`src/rtl/reu_dma_seq_if.sv`:
```
// Signal bundle around the REU DMA sequencer: register-file start parameters,
// C64 bus mastering signals and the RDCMD/WRCMD/A/RDD request path to the SDRAM controller.
interface reu_dma_seq_if;
    logic        PHI2;
    logic        BA;
    logic        GO;
    logic [1:0]  TTYPE;
    logic [15:0] C64A0;
    logic [23:0] REUA0;
    logic [15:0] LEN0;
    logic        FIXC;
    logic        FIXR;
    logic [7:0]  RDD;
    logic [7:0]  CDI;
    logic        RDCMD;
    logic        WRCMD;
    logic [23:0] A;
    logic        nDMA;
    logic [15:0] CA;
    logic        CRW;
    logic        CDOE;
    logic [7:0]  CDO;
    logic        BUSY;
    logic        DONE;
    logic        VFAULT;
    logic [15:0] LEN;

    modport master (
        input  PHI2, BA, GO, TTYPE, C64A0, REUA0, LEN0, FIXC, FIXR, RDD, CDI,
        output RDCMD, WRCMD, A, nDMA, CA, CRW, CDOE, CDO, BUSY, DONE, VFAULT, LEN
    );

    modport slave (
        output PHI2, BA, GO, TTYPE, C64A0, REUA0, LEN0, FIXC, FIXR, RDD, CDI,
        input  RDCMD, WRCMD, A, nDMA, CA, CRW, CDOE, CDO, BUSY, DONE, VFAULT, LEN
    );
endinterface

```
`src/rtl/reu_dma_seq.sv`:
```
// REU DMA sequencer: steps one byte per PHI2 slot, issuing SDRAM requests and
// mastering the C64 bus for stash, fetch, swap and verify transfers.
module reu_dma_seq (
    input  logic          C8M,
    input  logic          nRESET,
    reu_dma_seq_if.master bus
);
    typedef enum logic [2:0] {IDLE, ARM, XFER, SWR, SWW, FLUSH, FIN} state_t;

    localparam logic [1:0] T_STASH  = 2'd0;
    localparam logic [1:0] T_FETCH  = 2'd1;
    localparam logic [1:0] T_SWAP   = 2'd2;
    localparam logic [1:0] T_VERIFY = 2'd3;

    state_t      state_q, state_d;
    logic        phi2_n_q, phi2_s_q, phi2_p_q;
    logic        pf;
    logic [1:0]  ttype_q, ttype_d;
    logic        fixc_q, fixc_d;
    logic        fixr_q, fixr_d;
    logic [15:0] ca_q, ca_d;
    logic [15:0] len_q, len_d;
    logic [23:0] r_q, r_d;
    logic [23:0] a_q, a_d;
    logic [7:0]  tmp_q, tmp_d;
    logic        rdcmd_q, rdcmd_d;
    logic        wrcmd_q, wrcmd_d;
    logic        wait_q, wait_d;
    logic        vfault_q, vfault_d;
    logic        adv;
    logic        pend_new;
    logic        c64_wr;

    // PHI2 crosses in on the falling C8M edge, then is re-timed on the rising edge.
    always_ff @(negedge C8M or negedge nRESET) begin
        if (!nRESET) phi2_n_q <= 1'b0;
        else         phi2_n_q <= bus.PHI2;
    end

    always_ff @(posedge C8M or negedge nRESET) begin
        if (!nRESET) begin
            phi2_s_q <= 1'b0;
            phi2_p_q <= 1'b0;
            state_q  <= IDLE;
            ttype_q  <= 2'd0;
            fixc_q   <= 1'b0;
            fixr_q   <= 1'b0;
            ca_q     <= 16'd0;
            len_q    <= 16'd0;
            r_q      <= 24'd0;
            a_q      <= 24'd0;
            tmp_q    <= 8'd0;
            rdcmd_q  <= 1'b0;
            wrcmd_q  <= 1'b0;
            wait_q   <= 1'b0;
            vfault_q <= 1'b0;
        end else begin
            phi2_s_q <= phi2_n_q;
            phi2_p_q <= phi2_s_q;
            state_q  <= state_d;
            ttype_q  <= ttype_d;
            fixc_q   <= fixc_d;
            fixr_q   <= fixr_d;
            ca_q     <= ca_d;
            len_q    <= len_d;
            r_q      <= r_d;
            a_q      <= a_d;
            tmp_q    <= tmp_d;
            rdcmd_q  <= rdcmd_d;
            wrcmd_q  <= wrcmd_d;
            wait_q   <= wait_d;
            vfault_q <= vfault_d;
        end
    end

    assign pf = phi2_p_q & ~phi2_s_q;

    always_comb begin
        state_d  = state_q;
        ttype_d  = ttype_q;
        fixc_d   = fixc_q;
        fixr_d   = fixr_q;
        ca_d     = ca_q;
        len_d    = len_q;
        r_d      = r_q;
        a_d      = a_q;
        tmp_d    = tmp_q;
        rdcmd_d  = rdcmd_q;
        wrcmd_d  = wrcmd_q;
        wait_d   = wait_q;
        vfault_d = vfault_q;
        adv      = 1'b0;
        pend_new = 1'b0;

        // Closing side of the slot: act on the slot that is ending at this PF.
        case (state_q)
            IDLE: begin
                if (bus.GO) begin
                    state_d  = ARM;
                    ttype_d  = bus.TTYPE;
                    fixc_d   = bus.FIXC;
                    fixr_d   = bus.FIXR;
                    ca_d     = bus.C64A0;
                    r_d      = bus.REUA0;
                    a_d      = bus.REUA0;
                    len_d    = bus.LEN0;
                    wait_d   = 1'b0;
                    vfault_d = 1'b0;
                end
            end
            ARM: begin
                if (pf) state_d = (ttype_q == T_SWAP) ? SWR : XFER;
            end
            XFER: begin
                if (pf && !wait_q) begin
                    if (ttype_q == T_VERIFY && bus.RDD != bus.CDI) begin
                        vfault_d = 1'b1;
                        state_d  = FIN;
                    end else begin
                        adv      = 1'b1;
                        pend_new = (ttype_q == T_STASH);
                        if (len_q == 16'd1) state_d = (ttype_q == T_STASH) ? FLUSH : FIN;
                    end
                end
            end
            SWR: begin
                if (pf && !wait_q) begin
                    tmp_d   = bus.RDD;
                    state_d = SWW;
                end
            end
            SWW: begin
                if (pf && !wait_q) begin
                    adv     = 1'b1;
                    state_d = (len_q == 16'd1) ? FIN : SWR;
                end
            end
            FLUSH: begin
                if (pf) state_d = FIN;
            end
            FIN: state_d = IDLE;
            default: state_d = IDLE;
        endcase

        // A length of 0 wraps to FFFF here, so 65536-byte transfers still end on 1.
        if (adv) begin
            if (!fixc_q) ca_d = ca_q + 16'd1;
            if (!fixr_q) r_d  = r_q + 24'd1;
            len_d = len_q - 16'd1;
        end

        // Opening side: the stash write of the byte just read rides in the next slot,
        // even when BA makes that slot a wait slot.
        if (pf && state_q != IDLE && state_q != FIN) begin
            wait_d  = ~bus.BA;
            rdcmd_d = bus.BA && ((state_d == XFER && ttype_q != T_STASH) || state_d == SWR);
            wrcmd_d = pend_new || (bus.BA && state_d == SWW);
            a_d     = pend_new ? r_q : r_d;
        end
    end

    assign c64_wr = !wait_q && ((state_q == XFER && ttype_q == T_FETCH) || state_q == SWW);

    assign bus.RDCMD  = rdcmd_q;
    assign bus.WRCMD  = wrcmd_q;
    assign bus.A      = a_q;
    assign bus.CA     = ca_q;
    assign bus.CRW    = ~c64_wr;
    assign bus.CDOE   = c64_wr & phi2_s_q;
    assign bus.CDO    = c64_wr ? ((state_q == SWW) ? tmp_q : bus.RDD) : 8'h00;
    assign bus.nDMA   = (state_q == IDLE) || (state_q == FIN);
    assign bus.BUSY   = (state_q != IDLE) && (state_q != FIN);
    assign bus.DONE   = (state_q == FIN);
    assign bus.VFAULT = vfault_q;
    assign bus.LEN    = len_q;
endmodule

```
`src/flat_wrapper.sv`:
```
// flat-port wrapper written by rule: the top's interface ports become plain ports
module reu_dma_seq_flat 
  (C8M, nRESET, bus_PHI2, bus_BA, bus_GO, bus_TTYPE, bus_C64A0, bus_REUA0, bus_LEN0, bus_FIXC, bus_FIXR, bus_RDD, bus_CDI, bus_RDCMD, bus_WRCMD, bus_A, bus_nDMA, bus_CA, bus_CRW, bus_CDOE, bus_CDO, bus_BUSY, bus_DONE, bus_VFAULT, bus_LEN);
  reu_dma_seq_if bus_i ();
  input  logic C8M;
  input  logic nRESET;
  input wire logic [$bits(bus_i.PHI2)-1:0] bus_PHI2;
  input wire logic [$bits(bus_i.BA)-1:0] bus_BA;
  input wire logic [$bits(bus_i.GO)-1:0] bus_GO;
  input wire logic [$bits(bus_i.TTYPE)-1:0] bus_TTYPE;
  input wire logic [$bits(bus_i.C64A0)-1:0] bus_C64A0;
  input wire logic [$bits(bus_i.REUA0)-1:0] bus_REUA0;
  input wire logic [$bits(bus_i.LEN0)-1:0] bus_LEN0;
  input wire logic [$bits(bus_i.FIXC)-1:0] bus_FIXC;
  input wire logic [$bits(bus_i.FIXR)-1:0] bus_FIXR;
  input wire logic [$bits(bus_i.RDD)-1:0] bus_RDD;
  input wire logic [$bits(bus_i.CDI)-1:0] bus_CDI;
  output wire logic [$bits(bus_i.RDCMD)-1:0] bus_RDCMD;
  output wire logic [$bits(bus_i.WRCMD)-1:0] bus_WRCMD;
  output wire logic [$bits(bus_i.A)-1:0] bus_A;
  output wire logic [$bits(bus_i.nDMA)-1:0] bus_nDMA;
  output wire logic [$bits(bus_i.CA)-1:0] bus_CA;
  output wire logic [$bits(bus_i.CRW)-1:0] bus_CRW;
  output wire logic [$bits(bus_i.CDOE)-1:0] bus_CDOE;
  output wire logic [$bits(bus_i.CDO)-1:0] bus_CDO;
  output wire logic [$bits(bus_i.BUSY)-1:0] bus_BUSY;
  output wire logic [$bits(bus_i.DONE)-1:0] bus_DONE;
  output wire logic [$bits(bus_i.VFAULT)-1:0] bus_VFAULT;
  output wire logic [$bits(bus_i.LEN)-1:0] bus_LEN;
  assign bus_i.PHI2 = bus_PHI2;
  assign bus_i.BA = bus_BA;
  assign bus_i.GO = bus_GO;
  assign bus_i.TTYPE = bus_TTYPE;
  assign bus_i.C64A0 = bus_C64A0;
  assign bus_i.REUA0 = bus_REUA0;
  assign bus_i.LEN0 = bus_LEN0;
  assign bus_i.FIXC = bus_FIXC;
  assign bus_i.FIXR = bus_FIXR;
  assign bus_i.RDD = bus_RDD;
  assign bus_i.CDI = bus_CDI;
  assign bus_RDCMD = bus_i.RDCMD;
  assign bus_WRCMD = bus_i.WRCMD;
  assign bus_A = bus_i.A;
  assign bus_nDMA = bus_i.nDMA;
  assign bus_CA = bus_i.CA;
  assign bus_CRW = bus_i.CRW;
  assign bus_CDOE = bus_i.CDOE;
  assign bus_CDO = bus_i.CDO;
  assign bus_BUSY = bus_i.BUSY;
  assign bus_DONE = bus_i.DONE;
  assign bus_VFAULT = bus_i.VFAULT;
  assign bus_LEN = bus_i.LEN;
  reu_dma_seq u_core (.C8M(C8M), .nRESET(nRESET), .bus(bus_i));
endmodule
```
`config.mk`:
```
export PLATFORM = sky130hd
export DESIGN_NAME = reu_dma_seq_flat
export DESIGN_NICKNAME = d
export VERILOG_FILES = /design/src/rtl/reu_dma_seq_if.sv /design/src/rtl/reu_dma_seq.sv /design/src/flat_wrapper.sv
export SDC_FILE = /design/constraint.sdc
export NUM_CORES = 1
export LEC_CHECK = 0
export ABC_AREA = 1
export CORE_ASPECT_RATIO = 1.25
export CORE_MARGIN = 2
export CORE_UTILIZATION = 56
export CTS_CLUSTER_SIZE = 40
export DETAILED_ROUTE_END_ITERATION = 10
export PLACE_DENSITY = 0.84
export SYNTH_ARGS = -nofsm -noshare
export SYNTH_HDL_FRONTEND = slang
export SYNTH_SLANG_ARGS = --single-unit
```
`constraint.sdc`:
```
create_clock -name C8M -period 4.18 [get_ports C8M]
set_input_delay 0.627 -clock C8M [delete_from_list [all_inputs] [get_ports C8M]]
set_output_delay 0.627 -clock C8M [all_outputs]
set_load 0.05 [all_outputs]
```
==> run summary <==
Drt pass-1 iters: 5
Flop pwr share: 0.277
CP Capture Type: primary output
Critical Path Stages: 6
Area delta synth->final: 26.0%
Dpl hpwl: 13900 um
CTS Root Cell: clkbuf_16
Core Rows: 45
Synthesized netlist cell count: 1082
Post-Synth Adder-Cell Area: 0.00710
Slowest cell on the critical path: clkdlybuf4s50_1
CTS Buf Count: 9
FF+latch count, synth: 102
CP required: 3550 ps
Per-cell routed wire length: 14.1 um
Type of origin of the critical path: register
Yosys warning count: 0
Post-synth net total: 1167
RSZ-0062 raised after global routing: false
IO buf count: 152
Setup WS pre-CTS: 907 ps
Slew Limit Fails: 0
Setup violations, final: 0
Synth Area in XOR/XNOR: 0.0435
Synth Area in Compound Gates: 0.103
Min-delay worst type: reg -> reg
Sink Count: 102
VDD IR-drop max: 0.501 mV
First-pass GRT wire length: 32600 um
Outcome: finished, final reports clean
Metal-1 WL: 7700 um
GRT overflow: 0
Tcrit/Tclk final: 0.815
Via/cell ratio: 5.26
Clock slew at reported path FFs: 60 ps
Arr. time, crit path: 2780 ps
Clock latency on the worst-skew pair: 360 ps
Netlist cell types: 42
ANT cells: 0
DR top layer: met4
CTS H-tree depth: 3
Max FO, Critical Path: 13
CTS tree: built
Sw frac: 0.532
Sw Pwr: 3.73 mW
Iteration-0 DRC Markers: 374
Most frequent cells in the layout: 479 x nand2_1, 151 x clkdlybuf4s50_1, 101 x dfrtp_1, 99 x inv_1, 78 x nor2_1
Vias after detailed routing: 7269
Initial antenna violation count: 0
Hold path depth: 0
Hold Buf Count CTS: 0
Clock power share: 0.112
Reg2reg path depth: 12
GPL Wtd Cong: 0.963
Peak Freq: 0.293 GHz
Residual DRC count: 0
Layout Nets: 1299
Die Width: 104 um
Pwr dens: 790 nW/um2
Worst-case clock buffer depth: 2
CP top delay family: buffers and inverters
# IOs: 153
Setup bufs post-CTS: 0
Syn_area_per_cell: 6.52 um2
Register area share after synthesis: 0.362
Final hold violations: 0
Combinational Power Share: 0.610
Min Tclk post-route: 3410 ps
Post-synthesis simple-gate area fraction: 0.385
Post-CTS sizing: 0
Critical-path cell list: nor2_4 -> inv_1 -> nor2_2 -> o21ai_2 -> a21oi_1 -> clkdlybuf4s50_1
Leakage power: 4.49 nW
Maximum number of pins on one net before global-route repair: 57
Max stage delay on crit path: 840 ps
Worst Hold Margin: 398 ps
Met2 wire length: 10000 um
Worst setup margin: 773 ps
Worst slew pin tran: 723 ps
Fillers: 1056
Met3 WL post-DR: 1030 um
Area of the core: 12200 um2
Max-Cap Viols: 0
GRT Overall Usage: 0.300
Buffer and inverter count on the worst path: 2
Chip Height: 129 um
Total length of routed wires: 19600 um
Vias in the first global route: 6999
Layout Skew: 8.49 ps
Share of cells above drive strength 1: 0.0599
Internal power: 3.29 mW
Mapped Area: 7050 um2
Largest family of logic cells by synthesized area: simple AND/OR/NAND/NOR gates
Most common cell after layout, fill and taps aside: nand2_1
Routed Antenna Nets: 0
Setup TNS: 0 ps
Die Area: 13500 um2
Slew headroom: 0.518
Worst Path Class, Setup: reg -> out
Multiplexer share of the synthesized area: 0.00710
Initial Utilization: 0.577
synthesized netlist by cell type, drive strengths merged:
| library cell | n | share of area |
|---|---|---|
| buf | 31 | 0.029 |
| o22ai | 4 | 0.0035 |
| and2 | 1 | 0.00089 |
| mux2i | 5 | 0.0071 |
| o31ai | 2 | 0.0021 |
| o21ai | 90 | 0.069 |
| nand3b | 1 | 0.0011 |
| a21oi | 21 | 0.016 |
| a22oi | 3 | 0.0032 |
| clkbuf | 9 | 0.0048 |
| dfrtn | 1 | 0.0035 |
| xnor2 | 7 | 0.0087 |
| o21bai | 1 | 0.0011 |
| ha | 4 | 0.0071 |
| xor2 | 28 | 0.035 |
| dfrtp | 101 | 0.36 |
| clkinv | 1 | 0.00053 |
| nand4 | 3 | 0.0027 |
| or2 | 1 | 0.00089 |
| o211ai | 7 | 0.0075 |
| nor3 | 12 | 0.013 |
| nor4 | 1 | 0.00089 |
| nor2 | 86 | 0.053 |
| nand3 | 62 | 0.046 |
| nand2 | 491 | 0.27 |
| a31oi | 1 | 0.00089 |
| inv | 108 | 0.057 |
path summary, 6_finish.rpt:
| path | startpoint | end | slack (ps) |
|---|---|---|---|
| worst min register to register | u_core.phi2_s_q | u_core.phi2_p_q | 400 |
| worst max-delay path | u_core.state_q[0] | bus_CDO[0] | 770 |
| min in group asynchronous | nRESET | u_core.bus.A[8] | 480 |
| worst max register to register | u_core.state_q[0] | u_core.bus.A[22] | 1290 |
| max in group asynchronous | nRESET | u_core.phi2_n_q | 2000 |
| worst min-delay path | u_core.phi2_s_q | u_core.phi2_p_q | 400 |
area by class of cell:
cell class / instances / area, um2 / share of cell area
inverters: 109 / 409 / 0.0461
flip-flops and latches: 102 / 2550 / 0.287
clock inverters: 6 / 38.8 / 0.00437
well taps: 164 / 205 / 0.0231
repair buffers: 161 / 1600 / 0.180
multi-input cells: 831 / 3850 / 0.433
clock buffers: 10 / 229 / 0.0258
state kept, by name, indices dropped and copies added, names as in the netlist:
register / cells
u_core.bus.VFAULT: 1
u_core.fixr_q: 1
u_core.phi2_p_q: 1
u_core.bus.LEN: 16
u_core.ttype_q: 2
u_core.r_q: 24
u_core.bus.A: 24
u_core.bus.CA: 16
u_core.phi2_s_q: 1
u_core.bus.RDCMD: 1
u_core.fixc_q: 1
u_core.tmp_q: 8
u_core.phi2_n_q: 1
u_core.bus.WRCMD: 1
u_core.state_q: 3
u_core.wait_q: 1
kinds of logic (layout without fill, tap and decap cells):
family,after synthesis,after routing
flip-flops,102,102
adder cells (fa/ha/maj),4,4
AND/OR/NAND/NOR,658,658
XOR/XNOR,35,35
multiplexers,5,5
buffers and inverters,149,286
AO/OA/AOI/OAI,129,129
stage by stage:
step            util  instance area (um2)  cells  total power [mW]
2_1_floorplan      -                 7050   1082              4.97
3_3_place_gp   0.705                 8620   1367              6.13
3_5_place_dp   0.705                 8620   1367              6.21
4_1_cts        0.727                 8880   1383              7.03
5_1_grt        0.727                 8880   1383              7.56
6_report       0.727                 8880   1383              7.02
worst reg2reg max path, stage by stage (launching register included):
cell and delay, ps:
dfrtp_1 480, nor2_4 150, inv_1 60, nor2_2 450, nand2_2 510, nand2_4 370
buf_4 340, nand2_1 90, nand2_1 100, nand2_1 80, nand2_1 100, nand2_1 60
nand2_1 50
metal layers:
layer | vias up | track usage
met5 | - | 0
met4 | 0 | 0.182
met3 | 59 | 0.0443
met2 | 235 | 0.525
met1 | 3326 | 0.349
li1 | 3649 | -
power groups by stage:
stage | logic, mW | clock network (mW) | registers, mW
after CTS | 4.29 | 0.796 | 1.94
after global placement | 4.19 | 0 | 1.94
after floorplan | 2.16 | 0 | 2.81
after global routing | 4.71 | 0.838 | 2.01
after detailed placement | 4.27 | 0 | 1.94
final | 4.29 | 0.788 | 1.95
(Power assumes the default switching activity.)
